==> src/rtl/avalon_mem_pkg.sv <==
`default_nettype none
// ============================================================================
// Package     : avalon_mem_pkg
// Description : Shared types, constants and the power-up fill pattern for the
//               Avalon-MM memory responder.
// Revision    : 1.0 - initial release
// ============================================================================
package avalon_mem_pkg;

  localparam int WORD_W   = 64;
  localparam int BYTE_CNT = 8;

  // ERR_HOLD is kept for encoding stability; the responder never enters it
  // because protocol errors are only flagged, never stalled on.
  typedef enum logic [1:0] {
    INIT     = 2'd0,
    READY    = 2'd1,
    ERR_HOLD = 2'd2
  } resp_state_t;

  // Preload word for address a: lane k (lane 0 = most significant byte)
  // holds (a*8+k) mod 256, so memory reads back as an incrementing byte ramp.
  function automatic logic [WORD_W-1:0] init_word(input logic [31:0] addr);
    logic [WORD_W-1:0] w;
    w = '0;
    for (int k = 0; k < BYTE_CNT; k++) begin
      w[(WORD_W-1-8*k) -: 8] = 8'(addr * 32'd8 + 32'(k));
    end
    return w;
  endfunction

endpackage
`default_nettype wire

==> src/rtl/rd_return_pipe.sv <==
`default_nettype none
// ============================================================================
// Module      : rd_return_pipe
// Description : LATENCY-deep valid/data shift register carrying read returns.
//               Data is zeroed on entry whenever valid is low, so the output
//               data is zero in every cycle the output valid is low.
// Revision    : 1.0 - initial release
// ============================================================================
module rd_return_pipe #(
  parameter int LATENCY = 2,
  parameter int DATA_W  = 64
) (
  input  logic              clk,
  input  logic              rst,
  input  logic              valid_i,
  input  logic [DATA_W-1:0] data_i,
  output logic              valid_o,
  output logic [DATA_W-1:0] data_o
);

  logic              valid_q [LATENCY];
  logic [DATA_W-1:0] data_q  [LATENCY];

  // First stage captures the accepted read, masking data when not valid
  always_ff @(posedge clk or posedge rst) begin
    if (rst) begin
      valid_q[0] <= 1'b0;
      data_q[0]  <= '0;
    end else begin
      valid_q[0] <= valid_i;
      data_q[0]  <= valid_i ? data_i : '0;
    end
  end

  genvar i;
  generate
    for (i = 1; i < LATENCY; i++) begin : g_stage
      // Each later stage simply follows the one before it
      always_ff @(posedge clk or posedge rst) begin
        if (rst) begin
          valid_q[i] <= 1'b0;
          data_q[i]  <= '0;
        end else begin
          valid_q[i] <= valid_q[i-1];
          data_q[i]  <= data_q[i-1];
        end
      end
    end
  endgenerate

  assign valid_o = valid_q[LATENCY-1];
  assign data_o  = data_q[LATENCY-1];

endmodule
`default_nettype wire

==> src/rtl/avalon_mem_responder.sv <==
`default_nettype none
// ============================================================================
// Module      : avalon_mem_responder
// Description : Avalon-MM slave memory of DEPTH 64-bit words with fixed read
//               latency. After reset the memory is preloaded with a byte ramp
//               (INIT, one word per cycle); commands are then served in READY.
//               Define MEM_WRITE_EN to compile in byte-enabled write support;
//               without it the memory is read-only and writes flag an error.
// Revision    : 1.0 - initial release
// ============================================================================
module avalon_mem_responder
  import avalon_mem_pkg::*;
#(
  parameter int DEPTH   = 16,
  parameter int LATENCY = 2
) (
  input  logic              clk,
  input  logic              rst,
  input  logic [31:0]       avs_address,
  input  logic              avs_read,
  input  logic              avs_write,
  input  logic [WORD_W-1:0] avs_writedata,
  input  logic [7:0]        avs_byteenable,
  output logic [WORD_W-1:0] avs_readdata,
  output logic              avs_readdatavalid,
  output logic              avs_waitrequest,
  output logic              init_done,
  output logic              protocol_err
);

  localparam int AW = $clog2(DEPTH);
  localparam logic [AW-1:0] LAST_WORD = AW'(DEPTH - 1);

  resp_state_t       state_q, state_d;
  logic [AW-1:0]     cnt_q, cnt_d;
  logic              err_q, err_d;
  logic [WORD_W-1:0] mem_q [DEPTH];

  logic              w_ready;
  logic              w_oob;
  logic [AW-1:0]     w_idx;
  logic              w_rd_acc;
  logic              w_err_set;
  logic [WORD_W-1:0] w_rd_data;

  assign w_ready = (state_q == READY);
  assign w_oob   = |avs_address[31:AW];
  assign w_idx   = avs_address[AW-1:0];

`ifdef MEM_WRITE_EN
  logic w_wr_acc;
  // A write wins over a simultaneous read; out-of-range writes are dropped
  assign w_wr_acc  = w_ready && avs_write && !w_oob;
  assign w_rd_acc  = w_ready && avs_read && !avs_write;
  assign w_err_set = w_ready && avs_write && (w_oob || avs_read);
`else
  logic unused_wr_bits;
  // Read-only build: every write in READY is a violation, reads proceed
  assign w_rd_acc       = w_ready && avs_read;
  assign w_err_set      = w_ready && avs_write;
  assign unused_wr_bits = ^{avs_writedata, avs_byteenable};
`endif

  assign w_rd_data = w_oob ? '0 : mem_q[w_idx];

  // State register, preload counter and sticky error flag
  always_ff @(posedge clk or posedge rst) begin
    if (rst) begin
      state_q <= INIT;
      cnt_q   <= '0;
      err_q   <= 1'b0;
    end else begin
      state_q <= state_d;
      cnt_q   <= cnt_d;
      err_q   <= err_d;
    end
  end

  // Next-state logic: INIT walks every word once, then READY forever
  always_comb begin
    state_d = state_q;
    cnt_d   = cnt_q;
    err_d   = err_q | w_err_set;
    case (state_q)
      INIT: begin
        cnt_d = cnt_q + AW'(1);
        if (cnt_q == LAST_WORD) state_d = READY;
      end
      READY:   state_d = READY;
      default: state_d = INIT;
    endcase
  end

  // Output decode from the current state
  always_comb begin
    avs_waitrequest = (state_q != READY);
    init_done       = (state_q == READY);
    protocol_err    = err_q;
  end

  // Memory array: preload pattern in INIT, byte-lane writes in READY
  always_ff @(posedge clk) begin
    if (state_q == INIT) begin
      mem_q[cnt_q] <= init_word(32'(cnt_q));
    end
`ifdef MEM_WRITE_EN
    else if (w_wr_acc) begin
      for (int k = 0; k < BYTE_CNT; k++) begin
        if (avs_byteenable[k]) mem_q[w_idx][8*k +: 8] <= avs_writedata[8*k +: 8];
      end
    end
`endif
  end

  rd_return_pipe #(
    .LATENCY (LATENCY),
    .DATA_W  (WORD_W)
  ) u_rd_return_pipe (
    .clk     (clk),
    .rst     (rst),
    .valid_i (w_rd_acc),
    .data_i  (w_rd_data),
    .valid_o (avs_readdatavalid),
    .data_o  (avs_readdata)
  );

endmodule
`default_nettype wire

==> config.mk <==
export PLATFORM = sky130hd
export DESIGN_NAME = avalon_mem_responder
export DESIGN_NICKNAME = d
export VERILOG_FILES = /design/src/rtl/avalon_mem_pkg.sv /design/src/rtl/rd_return_pipe.sv /design/src/rtl/avalon_mem_responder.sv
export SDC_FILE = /design/constraint.sdc
export NUM_CORES = 1
export LEC_CHECK = 0
export ABC_AREA = 1
export CAP_MARGIN = 20
export CORE_MARGIN = 4
export CORE_UTILIZATION = 35
export DETAILED_ROUTE_END_ITERATION = 6
export GPL_TIMING_DRIVEN = 1
export PLACE_DENSITY = 0.7
export SLEW_MARGIN = 20
export SYNTH_ARGS = -nofsm -noshare
export SYNTH_HDL_FRONTEND = slang
export SYNTH_SLANG_ARGS = --single-unit
==> constraint.sdc <==
create_clock -name clk -period 4.3 [get_ports clk]
set_clock_uncertainty 0.05 [all_clocks]
set_input_delay 0.645 -clock clk [delete_from_list [all_inputs] [get_ports clk]]
set_output_delay 0.645 -clock clk [all_outputs]
set_load 0.005 [all_outputs]
=== Yosys cells after proc, flatten, opt, wreduce, memory -nomap -nowiden ===
Memory sizes are Yosys's and may differ from the RTL's.
Cells that the tools add are included.
Widths: inputs -> output; s select.

* Flip-flop bits (word level): 137
* Output and inout port bits: 68
* Memories kept: 1
* Memory bits (writable): 960
* Word-level logic and storage cells: 31

{| class="wikitable"
|+ Memory list
! name !! words !! width !! rd ports !! clocked after Yosys merged registers in !! write ports !! line !! source
|-
| mem_q || 16 || 60 || 1 || 0 || 1 || avalon_mem_responder.sv:37 || <nowiki>logic [WORD_W-1:0] mem_q [DEPTH];</nowiki>
|}

* Reductions and logical operators: 4
* Eq/ne operators: 4
* Add/subtract/negate cells: 8
* Muxes and demuxes: 6
* Bitwise gates (word level): 1

{| class="wikitable"
|+ Operators with widths
! operator !! count
|-
| $mux 64 || 2
|-
| $add 7x3->8 const B || 4
|-
| $reduce_or 28->1 || 1
|-
| $add 7x2->8 const B || 2
|-
| $add 7x1->8 const B || 1
|-
| $add 4x1->4 const B || 1
|-
| $eq 4x4->1 const B || 1
|-
| $pmux 2 s2 || 1
|-
| $eq 2x1->1 const B || 1
|-
| $logic_and 1x1->1 || 2
|-
| $logic_not 2->1 || 1
|-
| $mux 1 || 2
|-
| $mux 2 || 1
|-
| $ne 2x1->1 const B || 1
|-
| $ne 2x2->1 const B || 1
|-
| $or 1x1->1 || 1
|}

=== Depth between registers and ports, before layout ===
Gate-level depths: netlist (run 1).

* Word-level depth: 3
* Depth in mapped cells: 9
* Mapped depth without buffers: 7

=== By module ===
From an unflattened synthesis (run 1), not the netlist that was laid out.

* Cells, all modules: 633
* Area, all modules: 7422.1 µm²

{| class="wikitable"
|+ Modules (own cells, without submodules)
! module !! cells each !! instances !! area each (µm²) !! seq. area each (µm²)
|-
| rd_return_pipe || 330 || 1 || 4292.9 || 3253.1
|-
| avalon_mem_responder || 303 || 1 || 3129.3 || 2072.0
|}

=== Worst setup path before layout (run 1) ===
Ideal clock, no wire load.

* Path type: reg-to-reg
* From: register cnt_q[0]
* To: memory mem_q[11][54] (netlist name), enable pin
* Slack: 2.767 ns
* Stages on the path, launching flop included: 4
* Period minus slack after synthesis: 1.533 ns
* Required time: 3.921 ns
* Arrival time: 1.154 ns
* Buffers on the path: 0
* Cells stage by stage: dfrtp_1 ha_1 nand2_1 nor2_1

{| class="wikitable"
|+ RTL lines
! element !! line !! source
|-
| from (decl) || avalon_mem_responder.sv:35 || <nowiki>logic [AW-1:0] cnt_q, cnt_d;</nowiki>
|-
| from (signal assigned) || avalon_mem_responder.sv:74 || <nowiki>cnt_q <= cnt_d;</nowiki>
|-
| to (decl) || avalon_mem_responder.sv:37 ||
|}

No word-level cell before the write port.

=== Final worst setup path (run 1) ===
* From: input avs_address[1]
* To: register u_rd_return_pipe.data_q[125] (netlist name)

* Cells in the longest elaborated chain, start to end: 3

{| class="wikitable"
|+ Ends and longest elaborated chain
! element !! line !! source
|-
| from (decl) || avalon_mem_responder.sv:19 || <nowiki>input logic [31:0] avs_address,</nowiki>
|-
| $mem_v2 16x60 || - ||
|-
| $mux 64 || avalon_mem_responder.sv:64 || <nowiki>assign w_rd_data = w_oob ? '0 : mem_q[w_idx];</nowiki>
|-
| $mux 64 || rd_return_pipe.sv:31 || <nowiki>data_q[0] <= valid_i ? data_i : '0;</nowiki>
|-
| to (decl) || rd_return_pipe.sv:22 || <nowiki>logic [DATA_W-1:0] data_q [LATENCY];</nowiki>
|}

No other way between the ends.
A chain may end at the register's enable or synchronous reset.

==> results of run 1 <==
where the power goes:
group	total, W	internal [W]	switching [W]
clock network	0.000573	0.000297	0.000275
logic	0.0000888	0.0000428	0.0000460
registers	0.000845	0.000845	0.000000236
total	0.00151	0.00118	0.000322
final timing paths:
kind,start,end,slack (ps),depth (start not counted)
worst max-delay path,avs_address[1],u_rd_return_pipe.data_q[125]$_DFF_PP0_,1940,7
worst min-delay path,u_rd_return_pipe.data_q[112]$_DFF_PP0_,u_rd_return_pipe.data_o[48]$_DFF_PP0_,300,0
worst max register to register,cnt_q[0]$_DFFE_PP0N_,mem_q[11][57]$_DFFE_PP_,2190,3
worst min register to register,u_rd_return_pipe.data_q[112]$_DFF_PP0_,u_rd_return_pipe.data_o[48]$_DFF_PP0_,300,0
max in group asynchronous,rst,cnt_q[3]$_DFFE_PP0N_,3090,2
min in group asynchronous,rst,u_rd_return_pipe.data_o[61]$_DFF_PP0_,660,2
flip-flops by register name, indices dropped and copies added, names as in the netlist:
register                  flops
mem_q                        64
u_rd_return_pipe.data_o       5
u_rd_return_pipe.data_q       5
cnt_q                         4
protocol_err                  1
state_q                       1
u_rd_return_pipe.valid_o      1
u_rd_return_pipe.valid_q      1
area by class of cell:
class,instances,share of cell area
Multi-Input combinational cell,218,0.211
Inverter,11,0.0106
Clock inverter,4,0.00597
Timing Repair Buffer,83,0.179
Tap cell,140,0.0380
Sequential cell,82,0.514
Clock buffer,12,0.0407
cells in the final DEF (no fill, tap or decap):
| master | n |
|---|---|
| clkbuf_8 | 10 |
| inv_6 | 1 |
| nor2_4 | 1 |
| nand2_2 | 4 |
| a21oi_1 | 4 |
| inv_2 | 1 |
| inv_1 | 9 |
| inv_8 | 1 |
| dfrtp_1 | 18 |
| nand3_1 | 45 |
| ha_1 | 4 |
| clkbuf_16 | 2 |
| conb_1 | 20 |
| xnor2_1 | 1 |
| nor2_1 | 42 |
| edfxtp_1 | 64 |
| a21oi_2 | 4 |
| a21o_1 | 1 |
| inv_4 | 1 |
| clkinvlp_4 | 1 |
| o21ai_0 | 1 |
| buf_2 | 1 |
| clkinv_2 | 1 |
| clkdlybuf4s50_1 | 82 |
| nand4_1 | 1 |
| nand2_1 | 88 |
| xor2_1 | 2 |
worst max-delay path, delay by kind of cell:
family | cells | cell delay (ps)
buf+inv | 2 | 1350
simple gates | 5 | 570
logic make-up after synthesis:
logic type | Yosys count | synth area share
and+or+nand+nor | 181 | 0.193
buffers and inverters | 86 | 0.163
other | 1 | 0.000958
xor gates and xnor gates | 3 | 0.00672
AOI/OAI and AO/OA | 10 | 0.0173
adders and majority gates | 4 | 0.0128
DFF | 82 | 0.606
through the flow:
stage               instance area [sq um]  worst slack, ps  hold slack, ps
floorplan                            3980             2770             281
global placement                     4400             1410             283
detailed placement                   4400             1590             287
CTS                                  4610             1960             298
global route                         4610             1710             305
finish                               4610             1940             302
metal layers:
layer,share of wire,GRT usage
met1,0.39,0.139
met2,0.52,0.208
met3,0.088,0.0377
met4,0.0075,0.0369
met5,0,0
==> out/qor.txt, run 1 <==
Outcome: complete, no violations
CP required: 4530 ps
GPL Wtd Cong: 0.777
Critical Path Start Type: input port
Vias/cell: 4.46
Setup violators final: 0
Post-route ant nets: 0
Vias: 2453
Placed wire-length estimate: 5270 um
Nets: 517
Clk sinks: 82
Most frequent cell after synthesis: nand2_1
I/O pins: 176
Die Ht: 114 um
PwrDens: 327 nW/um^2
CP max stage delay: 960 ps
Final max-slew violation count: 0
Synth top area cells: edfxtp_1 49%, buf_4 12%, dfrtp_1 12%
Storage cell area: 2370 sq um
Post-CTS setup buffer count: 0
Horiz. Die Dim: 114 um
Clk buf depth: 2
Post-cts hold buffer count: 0
Synth area leader: edfxtp_1
Synth cell types: 23
Fin util: 0.424
Crit path top cell by count: nand3_1
RSZ-0062 raised after global routing: no
Layout fillers: 1014
Largest net degree at the start of global routing: 34
Top FF cell, synth: edfxtp_1
Final hold violations: 0
Slew HR: 0.482
Row cnt: 38
DRC violations left: 0
Yosys warning total: 0
Core area: 10900 sq um
Synthesized instance count: 367
GR Overflow Total: 0
CTS clock-pin slew for the worst setup and hold paths: 80 ps
All-layer global routing usage: 0.119
Netlist Area Pre-Place: 3910 sq um
Max Fclk: 425 MHz
Arrival @ worst endpoint: 2580 ps
Share of layout cells above drive strength 1: 0.0683
Initial Util: 0.359
Inst Count DP: 534
Synth top area share: 0.491
Tmin final: 2360 ps
CTS tree: done
Worst Path Max Fanout: 21
First-pass GRT wire length: 11800 um
Syn_area_per_cell: 10.7 sq um
Post-Route WL: 7470 um
Antenna cells: 0
Initial DRC count: 118
#FFs+latches synth: 82
Sequential area share after synthesis: 0.606
Highest ir drop seen on vdd: 0.000139 V
Number of flops mapped to enable cells by yosys: 64
Synth cell count leaders: 88 x nand2_1, 64 x buf_4, 64 x edfxtp_1
Clk_lat worst skew: 350 ps
Setup CP Type: input port to register
Hold Crit Class: register to register
Die area: 12900 sq um
Initial antenna violation count: 0
CTS resizes: 0
Crit share post-route: 0.548
Drt first pass iters: 4
Worst setup EP type: register
WL/cell: 13.6 um
CTS buffer count: 9
Worst-margin pin slew: 777 ps
Worst path cell trace: clkdlybuf4s50_1 -> inv_1 -> nand3_1 -> nand3_1 -> nand3_1 -> nand2_1 -> nor2_1
Non-filler cells, final: 550
Static Leak: 1.75 nW
Setup TNS Final: 0 ps
Total power: 0.00151 W
Synth-to-layout area growth: 17.9%
PortBufs: 83
Synth async-reset ratio: 0.220
Vias in the first global route: 2383
H-tree Lvls: 3
Area of the multi-input gates: 975 sq um
Max Cap Violations: 0
CTS root buf: clkbuf_8
Crit path max-delay cell type: clkdlybuf4s50_1
Note: power is estimated with default switching activity, not from simulation.
==> inputs of run 2 (changes only) <==
==> constraint.sdc (replaced) <==
create_clock -name clk -period 2.4 [get_ports clk]
set_clock_uncertainty 0.05 [all_clocks]
set_input_delay 0.36 -clock clk [delete_from_list [all_inputs] [get_ports clk]]
set_output_delay 0.36 -clock clk [all_outputs]
set_load 0.005 [all_outputs]
==> out/qor.txt, run 2 (synthesis gave the netlist of run 1 again) <==
Outcome: complete, no violations (unchanged)
Clk sinks: 82 (unchanged)
Inst Count DP: 541 (was 534)
Post-cts hold buffer count: 0 (unchanged)
CTS clock-pin slew for the worst setup and hold paths: 80 ps (about the same)
Die area: 12900 sq um (unchanged)
Antenna cells: 0 (unchanged)
PwrDens: 589 nW/um^2 (was 327 nW/um^2)
Biggest register: mem_q (unchanged)
Static Leak: 1.78 nW (was 1.75 nW)
First-pass GRT wire length: 11700 um (was 11800 um)
Tmin final: 1900 ps
Final hold violations: 0 (unchanged)
CTS root buf: clkbuf_8 (unchanged)
Crit share post-route: 0.792
Vias in the first global route: 2362 (was 2383)
CTS resizes: 0 (unchanged)
Max Cap Violations: 0 (unchanged)
I/O pins: 176 (unchanged)
Most common cell after layout, fill and taps aside: nand2_1 (unchanged)
Comb power frac: 0.060 (was 0.059)
Post-route ant nets: 0 (unchanged)
CTS buffer count: 9 (unchanged)
Wl on met1: 2960 um (was 2900 um)
Worst setup EP type: primary output (was register)
Delay-heaviest family, CP: buffers and inverters (unchanged)
Crit path max-delay cell type: clkdlybuf4s50_1 (unchanged)
Setup violators final: 0 (unchanged)
WP buf/inv: 2 (unchanged)
DR WL met2: 3810 um (was 3860 um)
Synth-to-layout area growth: 19.3% (was 17.9%)
Vias: 2434 (was 2453)
Met3 wire len: 628 um (was 660 um)
Sequential share of power: 0.551 (was 0.561)
Placed wire-length estimate: 5360 um (was 5270 um)
Slew HR: 0.526 (was 0.482)
Setup TNS Final: 0 ps (unchanged)
Final max-slew violation count: 0 (unchanged)
GPL Wtd Cong: 0.802 (was 0.777)
RSZ-0062 raised after global routing: no (unchanged)
PortBufs: 83 (unchanged)
Vias/cell: 4.37 (was 4.46)
All-layer global routing usage: 0.116 (was 0.119)
Most frequent cells in the layout: 88 x nand2_1, 83 x clkdlybuf4s50_1, 64 x edfxtp_1, 45 x nand3_1, 42 x nor2_1 (was 88 x nand2_1, 82 x clkdlybuf4s50_1, 64 x edfxtp_1, 45 x nand3_1, 42 x nor2_1)
Max Fclk: 526 MHz
Switching part of the total power: 0.195 (was 0.214)
NetSw: 0.000536 W (was 0.000322 W)
Hold slack: 300 ps (was 302 ps)
CP required: 1990 ps (was 4530 ps)
CTS tree: done (unchanged)
Share of layout cells above drive strength 1: 0.0719 (was 0.0683)
Worst Path Max Fanout: 9 (was 21)
CP max stage delay: 530 ps (was 960 ps)
Largest net degree at the start of global routing: 33 (was 34)
Max reg flops: 64 (unchanged)
Post-CTS setup buffer count: 0 (unchanged)
Hold Crit Class: register to register (unchanged)
Drt first pass iters: 4 (unchanged)
Part of the power in the clock network: 0.389 (was 0.380)
H-tree Lvls: 3 (unchanged)
Worst path cell trace: inv_2 -> clkdlybuf4s50_1 (was clkdlybuf4s50_1 -> inv_1 -> nand3_1 -> nand3_1 -> nand3_1 -> nand2_1 -> nor2_1)
Initial antenna violation count: 0 (unchanged)
Non-filler cells, final: 557 (was 550)
Row cnt: 38 (unchanged)
Horiz. Die Dim: 114 um (unchanged)
Initial DRC count: 128 (was 118)
DRC violations left: 0 (unchanged)
Initial Util: 0.359 (unchanged)
Highest ir drop seen on vdd: 0.000277 V (was 0.000139 V)
GR Overflow Total: 0 (unchanged)
Layout fillers: 997 (was 1014)
Die Ht: 114 um (unchanged)
Clk buf depth: 2 (unchanged)
WL/cell: 13.4 um (was 13.6 um)
Nets: 524 (was 517)
Top routing layer in use: met4 (unchanged)
Clk_lat worst skew: 340 ps (was 350 ps)
Setup CP Type: register to primary output (was input port to register)
Critical Path Start Type: register (was input port)
Arrival @ worst endpoint: 1490 ps (was 2580 ps)
P_int: 0.00221 W (was 0.00118 W)
Core area: 10900 sq um (unchanged)
Worst-margin pin slew: 710 ps (was 777 ps)
Post-Route WL: 7440 um (was 7470 um)
run 2: cell types whose count changed in the layout (fill, tap and decap cells not counted), sizes merged, moves of 2 or more:
cell	change
buf	+6
bufinv	+2
clkbuf	+2
inv	-2
run 2: final timing paths:
| path | from | endpoint | slack [ps] | cells after the start |
|---|---|---|---|---|
| worst max register to register | cnt_q[1]$_DFFE_PP0N_ | mem_q[8][54]$_DFFE_PP_ | 650 | 4 |
| worst max-delay path | state_q[0]$_DFFE_PP0P_ | avs_waitrequest | 500 | 2 |
| worst min register to register | u_rd_return_pipe.data_q[112]$_DFF_PP0_ | u_rd_return_pipe.data_o[48]$_DFF_PP0_ | 300 | 0 |
| worst min-delay path | u_rd_return_pipe.data_q[112]$_DFF_PP0_ | u_rd_return_pipe.data_o[48]$_DFF_PP0_ | 300 | 0 |
| min in group asynchronous | rst | u_rd_return_pipe.data_q[123]$_DFF_PP0_ | 380 | 2 |
| max in group asynchronous | rst | cnt_q[2]$_DFFE_PP0N_ | 1460 | 2 |
run 2: routing by layer:
layer,global-route usage,vias up
li1,-,1216
met1,0.142,1113
met2,0.199,101
met3,0.0398,4
met4,0.0256,0
met5,0,-
run 2: power groups by stage:
| stage | Clock [W] | Combinational [W] | Sequential (W) |
|---|---|---|---|
| floorplan | 0 | 0.000121 | 0.00155 |
| global placement | 0 | 0.000162 | 0.00155 |
| detailed placement | 0 | 0.000164 | 0.00155 |
| CTS | 0.00108 | 0.000165 | 0.00151 |
| global route | 0.00115 | 0.000183 | 0.00151 |
| finish | 0.00107 | 0.000164 | 0.00151 |
run 2: metrics by stage:
step,total power [W],instance area (sq um),util,setup slack [ps]
2_1_floorplan,0.00167,3980,-,867
3_3_place_gp,0.00171,4450,0.409,350
3_5_place_dp,0.00171,4450,0.409,336
4_1_cts,0.00276,4670,0.429,469
5_1_grt,0.00284,4670,0.429,398
6_report,0.00275,4670,0.429,499
run 2: final cells by class:
class,instances,area [sq um],share of cell area
Multi-Input combinational cell,218,975,0.209
Inverter,11,48.8,0.0105
Tap cell,140,175,0.0375
Timing Repair Buffer,90,883,0.189
Clock buffer,14,153,0.0327
Clock inverter,2,60.1,0.0129
Sequential cell,82,2370,0.508
==> inputs of run 3 (changes only) <==
==> constraint.sdc (replaced) <==
create_clock -name clk -period 1.9 [get_ports clk]
set_clock_uncertainty 0.05 [all_clocks]
set_input_delay 0.285 -clock clk [delete_from_list [all_inputs] [get_ports clk]]
set_output_delay 0.285 -clock clk [all_outputs]
set_load 0.005 [all_outputs]
==> out/qor.txt, run 3 (synthesis gave the netlist of run 1 again) <==
Outcome: complete, no violations (unchanged)
PwrDens: 690 nW/um^2 (was 589 nW/um^2)
Static Leak: 1.79 nW (was 1.78 nW)
Inst Count DP: 545 (was 541)
Placement Setup Slack: 119 ps (was 336 ps)
Final hold violations: 0 (unchanged)
CTS tree: done (unchanged)
Die Ht: 114 um (unchanged)
Setup TNS Final: 0 ps (unchanged)
Arrival @ worst endpoint: 1480 ps (was 1490 ps)
Part of the power in the clock network: 0.340 (was 0.389)
Delay-heaviest family, CP: buffers and inverters (unchanged)
CTS buffer count: 9 (unchanged)
CTS clock-pin slew for the worst setup and hold paths: 80 ps (about the same)
Max Fclk: 550 MHz
CTS root buf: clkbuf_8 (unchanged)
WL/cell: 13.3 um (was 13.4 um)
Clk sinks: 82 (unchanged)
Design Area, Final: 4670 sq um (unchanged)
Crit path max-delay cell type: clkdlybuf4s50_1 (unchanged)
Worst setup EP type: primary output (unchanged)
Horiz. Die Dim: 114 um (unchanged)
Biggest register: mem_q (unchanged)
Nets: 528 (was 524)
Initial antenna violation count: 0 (unchanged)
Highest ir drop seen on vdd: 0.000328 V (was 0.000277 V)
Non-filler cells, final: 561 (was 557)
Setup WS post-layout: 80.8 ps (was 499 ps)
Antenna cells: 0 (unchanged)
All-layer global routing usage: 0.117 (was 0.116)
Placed wire-length estimate: 5420 um (was 5360 um)
DRC violations left: 0 (unchanged)
Comb power frac: 0.066 (was 0.060)
Initial Util: 0.359 (unchanged)
First-pass GRT wire length: 11700 um (about the same)
Max reg flops: 64 (unchanged)
CTS resizes: 0 (unchanged)
I/O pins: 176 (unchanged)
WP buf/inv: 2 (unchanged)
Setup CP Type: register to primary output (unchanged)
CP required: 1560 ps (was 1990 ps)
Most frequent cells in the layout: 88 x nand2_1, 83 x clkdlybuf4s50_1, 64 x edfxtp_1, 45 x nand3_1, 42 x nor2_1 (unchanged)
Critical Path Start Type: register (unchanged)
Clk buf depth: 2 (unchanged)
Core area: 10900 sq um (unchanged)
Drt first pass iters: 4 (unchanged)
Clk_lat worst skew: 350 ps (was 340 ps)
Crit share post-route: 0.957
Max Cap Violations: 0 (unchanged)
Post-cts hold buffer count: 0 (unchanged)
Row cnt: 38 (unchanged)
Vias: 2488 (was 2434)
Most common cell after layout, fill and taps aside: nand2_1 (unchanged)
Largest net degree at the start of global routing: 34 (was 33)
Tmin final: 1820 ps
Hold Crit Class: input port to asynchronous set/reset pin (was register to register)
RSZ-0062 raised after global routing: no (unchanged)
Sequential share of power: 0.594 (was 0.551)
NetSw: 0.000653 W (was 0.000536 W)
Post-route ant nets: 0 (unchanged)
Synth-to-layout area growth: 19.3% (unchanged)
GR Overflow Total: 0 (unchanged)
Initial DRC count: 137 (was 128)
Vias/cell: 4.43 (was 4.37)
PortBufs: 83 (unchanged)
Die area: 12900 sq um (unchanged)
Share of layout cells above drive strength 1: 0.0784 (was 0.0719)
Post-Route WL: 7490 um (was 7440 um)
Final max-slew violation count: 0 (unchanged)
H-tree Lvls: 3 (unchanged)
Worst Path Max Fanout: 9 (unchanged)
DP Area: 4500 sq um (was 4450 sq um)
Worst path cell trace: inv_2 -> clkdlybuf4s50_1 (unchanged)
Post-CTS setup buffer count: 0 (unchanged)
P_int: 0.00257 W (was 0.00221 W)
GPL Wtd Cong: 0.786 (was 0.802)
Switching part of the total power: 0.203 (was 0.195)
Setup violators final: 0 (unchanged)
Vias in the first global route: 2391 (was 2362)
Total power: 0.00322 W (was 0.00275 W)
CP max stage delay: 530 ps (about the same)
-- run 3: changes by cell type in the layout (fill, tap and decap cells not counted) --
cell	delta
buf_12	+1
buf_4	+3
bufinv_16	-2
clkbuf_1	+1
clkbuf_8	+1
-- run 3: layer usage --
metal | track usage | wire [um]
met1 | 0.144 | 3040
met4 | 0.0296 | 63
met5 | 0 | 0
met2 | 0.197 | 3770
met3 | 0.0414 | 615
-- run 3: final cells by class --
class	count	area, sq um
clock buffer	16	170
fill	1003	6220
inverter	11	48.8
multi-input combinational	218	975
sequential	82	2370
tap	140	175
timing repair buffer	94	926
-- run 3: power groups by stage --
stage / sequential, W / clock, W / combinational (W)
after floorplan: 0.00195 / 0 / 0.000153
after global placement: 0.00195 / 0 / 0.000210
after detailed placement: 0.00195 / 0 / 0.000213
final: 0.00191 / 0.00110 / 0.000212
after CTS: 0.00191 / 0.00113 / 0.000214
after global routing: 0.00191 / 0.00121 / 0.000237
-- run 3: through the flow --
stage	utilization	hold WS, ps
floorplan	-	174
global placement	0.413	283
detailed placement	0.413	285
CTS	0.429	205
global route	0.429	201
finish	0.429	205
-- run 3: worst min-delay path: stages --
cell and delay, ps:
clkdlybuf4s50_1 400, inv_1 50, buf_4 250
-- run 3: final timing paths --
path,from,to,slack (ps),depth (start not counted)
worst min-delay path,rst,u_rd_return_pipe.data_q[112]$_DFF_PP0_,210,3
worst max register to register,cnt_q[2]$_DFFE_PP0N_,mem_q[10][56]$_DFFE_PP_,290,3
min in group clk,u_rd_return_pipe.valid_q[1]$_DFF_PP0_,u_rd_return_pipe.valid_o$_DFF_PP0_,300,0
worst min register to register,u_rd_return_pipe.valid_q[1]$_DFF_PP0_,u_rd_return_pipe.valid_o$_DFF_PP0_,300,0
max in group asynchronous,rst,cnt_q[3]$_DFFE_PP0N_,1380,3
worst max-delay path,state_q[0]$_DFFE_PP0P_,avs_waitrequest,80,2
==> edit 1: new RTL, flow settings as in run 2 <==
`LATENCY` is set to 2 in 2 places; all go to 4.
--- a/src/rtl/rd_return_pipe.sv
+++ b/src/rtl/rd_return_pipe.sv
@@ -9,3 +9,3 @@
 module rd_return_pipe #(
-  parameter int LATENCY = 2,
+  parameter int LATENCY = 4,
   parameter int DATA_W  = 64
--- a/src/rtl/avalon_mem_responder.sv
+++ b/src/rtl/avalon_mem_responder.sv
@@ -14,3 +14,3 @@
   parameter int DEPTH   = 16,
-  parameter int LATENCY = 2
+  parameter int LATENCY = 4
 ) (
Formal check against the unedited RTL: no difference found for any inputs over 4 cycles, from zero or initial values and one cycle with rst high; that may be too few to reach the edited logic, so the function may still have changed.
==> edit 1 against run 2 <==
  * Wire length grew 5.0%
  * Sequential power grew 14%
  * Total power grew 25%
  * Worst setup slack gained 0.026 ns
  * Die area grew 7.1%
  * Final area grew 9.5%
  * Final cell count grew 3.1%
  * Sequential share of layout area grew 1.5 points
  * Count of clock-buffer cells in the layout shrank 3
  * Synthesized area grew 7.7%
  * Sequential cell count grew 12
  * Highest routed layer unchanged
  * First-iteration DRC count grew 20%
==> edit 1: results <==
{
  "status": "completed",
  "ir_drop_mv": 0.310,
  "rr_startpoint": "cnt_q[1]",
  "r2r_slack_ns": 0.67,
  "crit_start": "state_q[0]",
  "setup_viol_count_final": 0,
  "vias": 2602,
  "synth_top_family_by_area": "simple AND/OR/NAND/NOR gates",
  "antenna_found_initial": 0,
  "cts_max_path_buffers": 2,
  "drive_above_1_share_pct": 8.12,
  "cts_repair_resize_count": 0,
  "post_cts_buffers": 0,
  "largest-register": "mem_q",
  "r2r_end": "mem_q[11][58]",
  "grt_usage_pct": 11.3,
  "gp_congestion": 0.815,
  "synth-edff-count": 64,
  "clk_root_buffer_cell": "clkbuf_16",
  "dpl.cell_count": 558,
  "yosysWarnings": 0,
  "cp_data_arrival_time_ns": 1.47,
  "synthMuxAreaShare_pct": 0,
  "ys_top_cells_by_area": "edfxtp_1, dfrtp_1, buf_4, nand2_1, nand3_1",
  "routedWlPerCell_um": 13.6,
  "instances_no_fill": 574,
  "yosysUniqueCellTypes": 23,
  "synth_fa_ha_area_share_pct": 1.19,
  "min_path_type": "reg2reg",
  "synth_xor_area_share_pct": 0.624,
  "n_antenna_cell": 0,
  "p_int_w": 0.00278,
  "initialDrtViolationCount": 154,
  "largest_reg_flops": 64,
  "synth_compound_area_share_pct": 1.60,
  "fin_nets": 538,
  "crit_fanout": 9,
  "grt_max_degree": 33,
  "r2r.worst_path.cells": 3,
  "synthArstFlopShare_pct": 31.9,
  "dr.pass1.iters": 4,
  "synth_cells": 379,
  "cts_buffers": 9,
  "grt_pass1_wl_um": 12600,
  "endpoint": "avs_waitrequest",
  "p_leak_nw": 2.01,
  "hold_viol_final": 0,
  "dpl.hpwl_um": 5540,
  "clk_pin_slew_worst_paths_ns": 0.06,
  "ys_seq_area_share_pct": 63.4,
  "fillCellCount": 1024
}
[edit 1: kinds of logic after synthesis]
group,after synthesis
buffers and inverters,86
adder cells (fa/ha/maj),4
AND/OR/NAND/NOR,181
flip-flops,94
XOR/XNOR,3
other,1
AO/OA/AOI/OAI,10
[edit 1: worst min path at each step]
stage                                       startpoint                            to  slack (ns)  depth (start not counted)
after global routing      u_rd_return_pipe.data_q[253]  u_rd_return_pipe.data_q[189]        0.30                          0
after global placement    u_rd_return_pipe.data_q[118]   u_rd_return_pipe.data_o[54]        0.28                          0
after detailed placement  u_rd_return_pipe.data_q[118]   u_rd_return_pipe.data_o[54]        0.28                          0
after CTS                  u_rd_return_pipe.valid_q[1]      u_rd_return_pipe.valid_o        0.30                          0
final                     u_rd_return_pipe.data_q[253]  u_rd_return_pipe.data_q[189]        0.30                          0
after floorplan           u_rd_return_pipe.data_q[112]   u_rd_return_pipe.data_o[48]        0.28                          0
[edit 1: power groups by stage]
stage          Sequential [W]  Combinational [W]  Clock (W)
6_report              0.00172           0.000171    0.00155
4_1_cts               0.00172           0.000172    0.00157
5_1_grt               0.00172           0.000191    0.00164
2_1_floorplan         0.00175           0.000124          0
3_5_place_dp          0.00175           0.000170          0
3_3_place_gp          0.00175           0.000167          0
[edit 1: area by class of cell]
class | instances | area [µm²] | share of cell area [%]
well taps | 143 | 179 | 3.50
flip-flops and latches | 94 | 2670 | 52.3
inverters | 11 | 48.8 | 0.955
clock inverters | 5 | 81.3 | 1.59
repair buffers | 92 | 898 | 17.6
clock buffers | 11 | 254 | 4.97
multi-input cells | 218 | 975 | 19.1
[edit 1: stage by stage]
step	utilization [%]	setup WS, ns	area [µm²]
after CTS	44.0	0.506	5110
after global routing	44.0	0.440	5110
after floorplan	-	0.867	4280
after global placement	41.1	0.437	4770
final	44.0	0.525	5110
after detailed placement	41.1	0.411	4770
[edit 1: worst max-delay path, cell delays in order, from the launching register on]
cell	delay, ns
dfrtp_1	0.45
inv_2	0.15
clkdlybuf4s50_1	0.53
[edit 1: layer usage]
| layer | part of all wire (%) | up-vias | routed length [µm] | track usage [%] |
|---|---|---|---|---|
| met3 | 8.6 | 12 | 671 | 4.71 |
| met1 | 41 | 1220 | 3170 | 12.8 |
| met4 | 1.4 | 0 | 112 | 4.03 |
| li1 | - | 1258 | - | - |
| met5 | 0 | - | 0 | 0 |
| met2 | 49 | 112 | 3860 | 19.3 |
==> edit 2: new RTL, config.mk and constraints of run 2 <==
Made on the original files. Re-encode `resp_state_t` (3 states) as one-hot, 3 bits wide.
--- a/src/rtl/avalon_mem_pkg.sv
+++ b/src/rtl/avalon_mem_pkg.sv
@@ -14,6 +14,6 @@
   // because protocol errors are only flagged, never stalled on.
-  typedef enum logic [1:0] {
-    INIT     = 2'd0,
-    READY    = 2'd1,
-    ERR_HOLD = 2'd2
+  typedef enum logic [2:0] {
+    INIT     = 3'b001,
+    READY    = 3'b010,
+    ERR_HOLD = 3'b100
   } resp_state_t;
Formal check against the unedited RTL: same outputs for any inputs over 4 cycles, from zero or initial values and one cycle with rst high; so few cycles prove little.
==> edit 2 against run 2 <==
  * Synthesized cell count grew 2.5%
  * Final area grew 4.2%
  * Sequential cell count grew 1
  * Worst setup slack lost 0.19 ns
  * Critical path type unchanged
  * Wire length grew 0.12%
  * Fmax shrank 9.2%
  * Register-to-register slack lost 0.12 ns
  * Synthesized area grew 2.8%
  * Critical endpoint unchanged
  * Final cell count grew 1.3%
  * Total power grew 12%
  * Via count grew 0.70%
==> edit 2: results <==
{
  "multi_input_area_share_pct": 21.4,
  "synth_top_cell_area_share_pct": 47.8,
  "drive_above_1_share_pct": 9.43,
  "rr_startpoint": "state_q[0]",
  "p_leak_nw": 1.89,
  "clock_buffers": 11,
  "pwr-share-seq_pct": 50.0,
  "fin_nets": 533,
  "routedWlPerCell_um": 13.2,
  "clock-sinks": 83,
  "clk_pin_slew_worst_paths_ns": 0.06,
  "synth_fa_ha_area_share_pct": 1.87,
  "nMultiInputCombCells": 223,
  "fillCellCount": 1017,
  "synthArstFlopShare_pct": 22.9,
  "crit_start": "state_q[0]",
  "placed_area_um2": 4560,
  "grt_pass1_vias": 2322,
  "nonClkBufAreaFrac_pct": 18.3,
  "ir_drop_mv": 0.343,
  "synth_compound_area_share_pct": 1.99,
  "synth_cells": 376,
  "grt_usage_pct": 11.3,
  "place_ws_ns": 0.502,
  "max_slew_margin_pct": 49.1,
  "yosysUniqueCellTypes": 24,
  "area_growth_syn_to_layout_pct": 21.0,
  "vias": 2451,
  "seq_share_pct": 49.3,
  "cp_data_arrival_time_ns": 1.68,
  "dpl.cell_count": 548,
  "wirelength_um": 7450,
  "clockPowerShare_pct": 44.5,
  "synth_xor_area_share_pct": 0.654,
  "status": "completed",
  "power_density_nw_per_um2": 630,
  "min_from": "u_rd_return_pipe.data_q[123]"
}
==> edit 2: changes by cell type after synthesis, sizes merged <==
cell / before / now
ha: 4 / 6
inv: 11 / 13
buf: 75 / 76
dfstp: 0 / 1
nand2: 92 / 93
o21a: 0 / 1
o21ai: 1 / 2
xnor2: 1 / 0
xor2: 2 / 3
==> edit 2: worst max-delay path, delay by kind of cell, from the launching register on <==
kind,cells,cell delay (ns)
flops,1,0.53
fa+ha+maj,1,0.23
buf+inv,3,0.60
==> edit 2: path summary, 6_finish.rpt <==
check	endpoint	slack (ns)
max in group asynchronous	cnt_q[3]	1.39
min reg2reg	u_rd_return_pipe.data_o[59]	0.30
max reg2reg	mem_q[15][58]	0.53
min in group asynchronous	u_rd_return_pipe.data_q[124]	0.42
min	u_rd_return_pipe.data_o[59]	0.30
max	avs_waitrequest	0.31
==> edit 2: routing by layer <==
layer | global-route usage [%] | routed length [µm]
met4 | 2.11 | 63
met5 | 0 | 0
met2 | 19.3 | 3900
met1 | 14.2 | 2940
met3 | 3.84 | 553
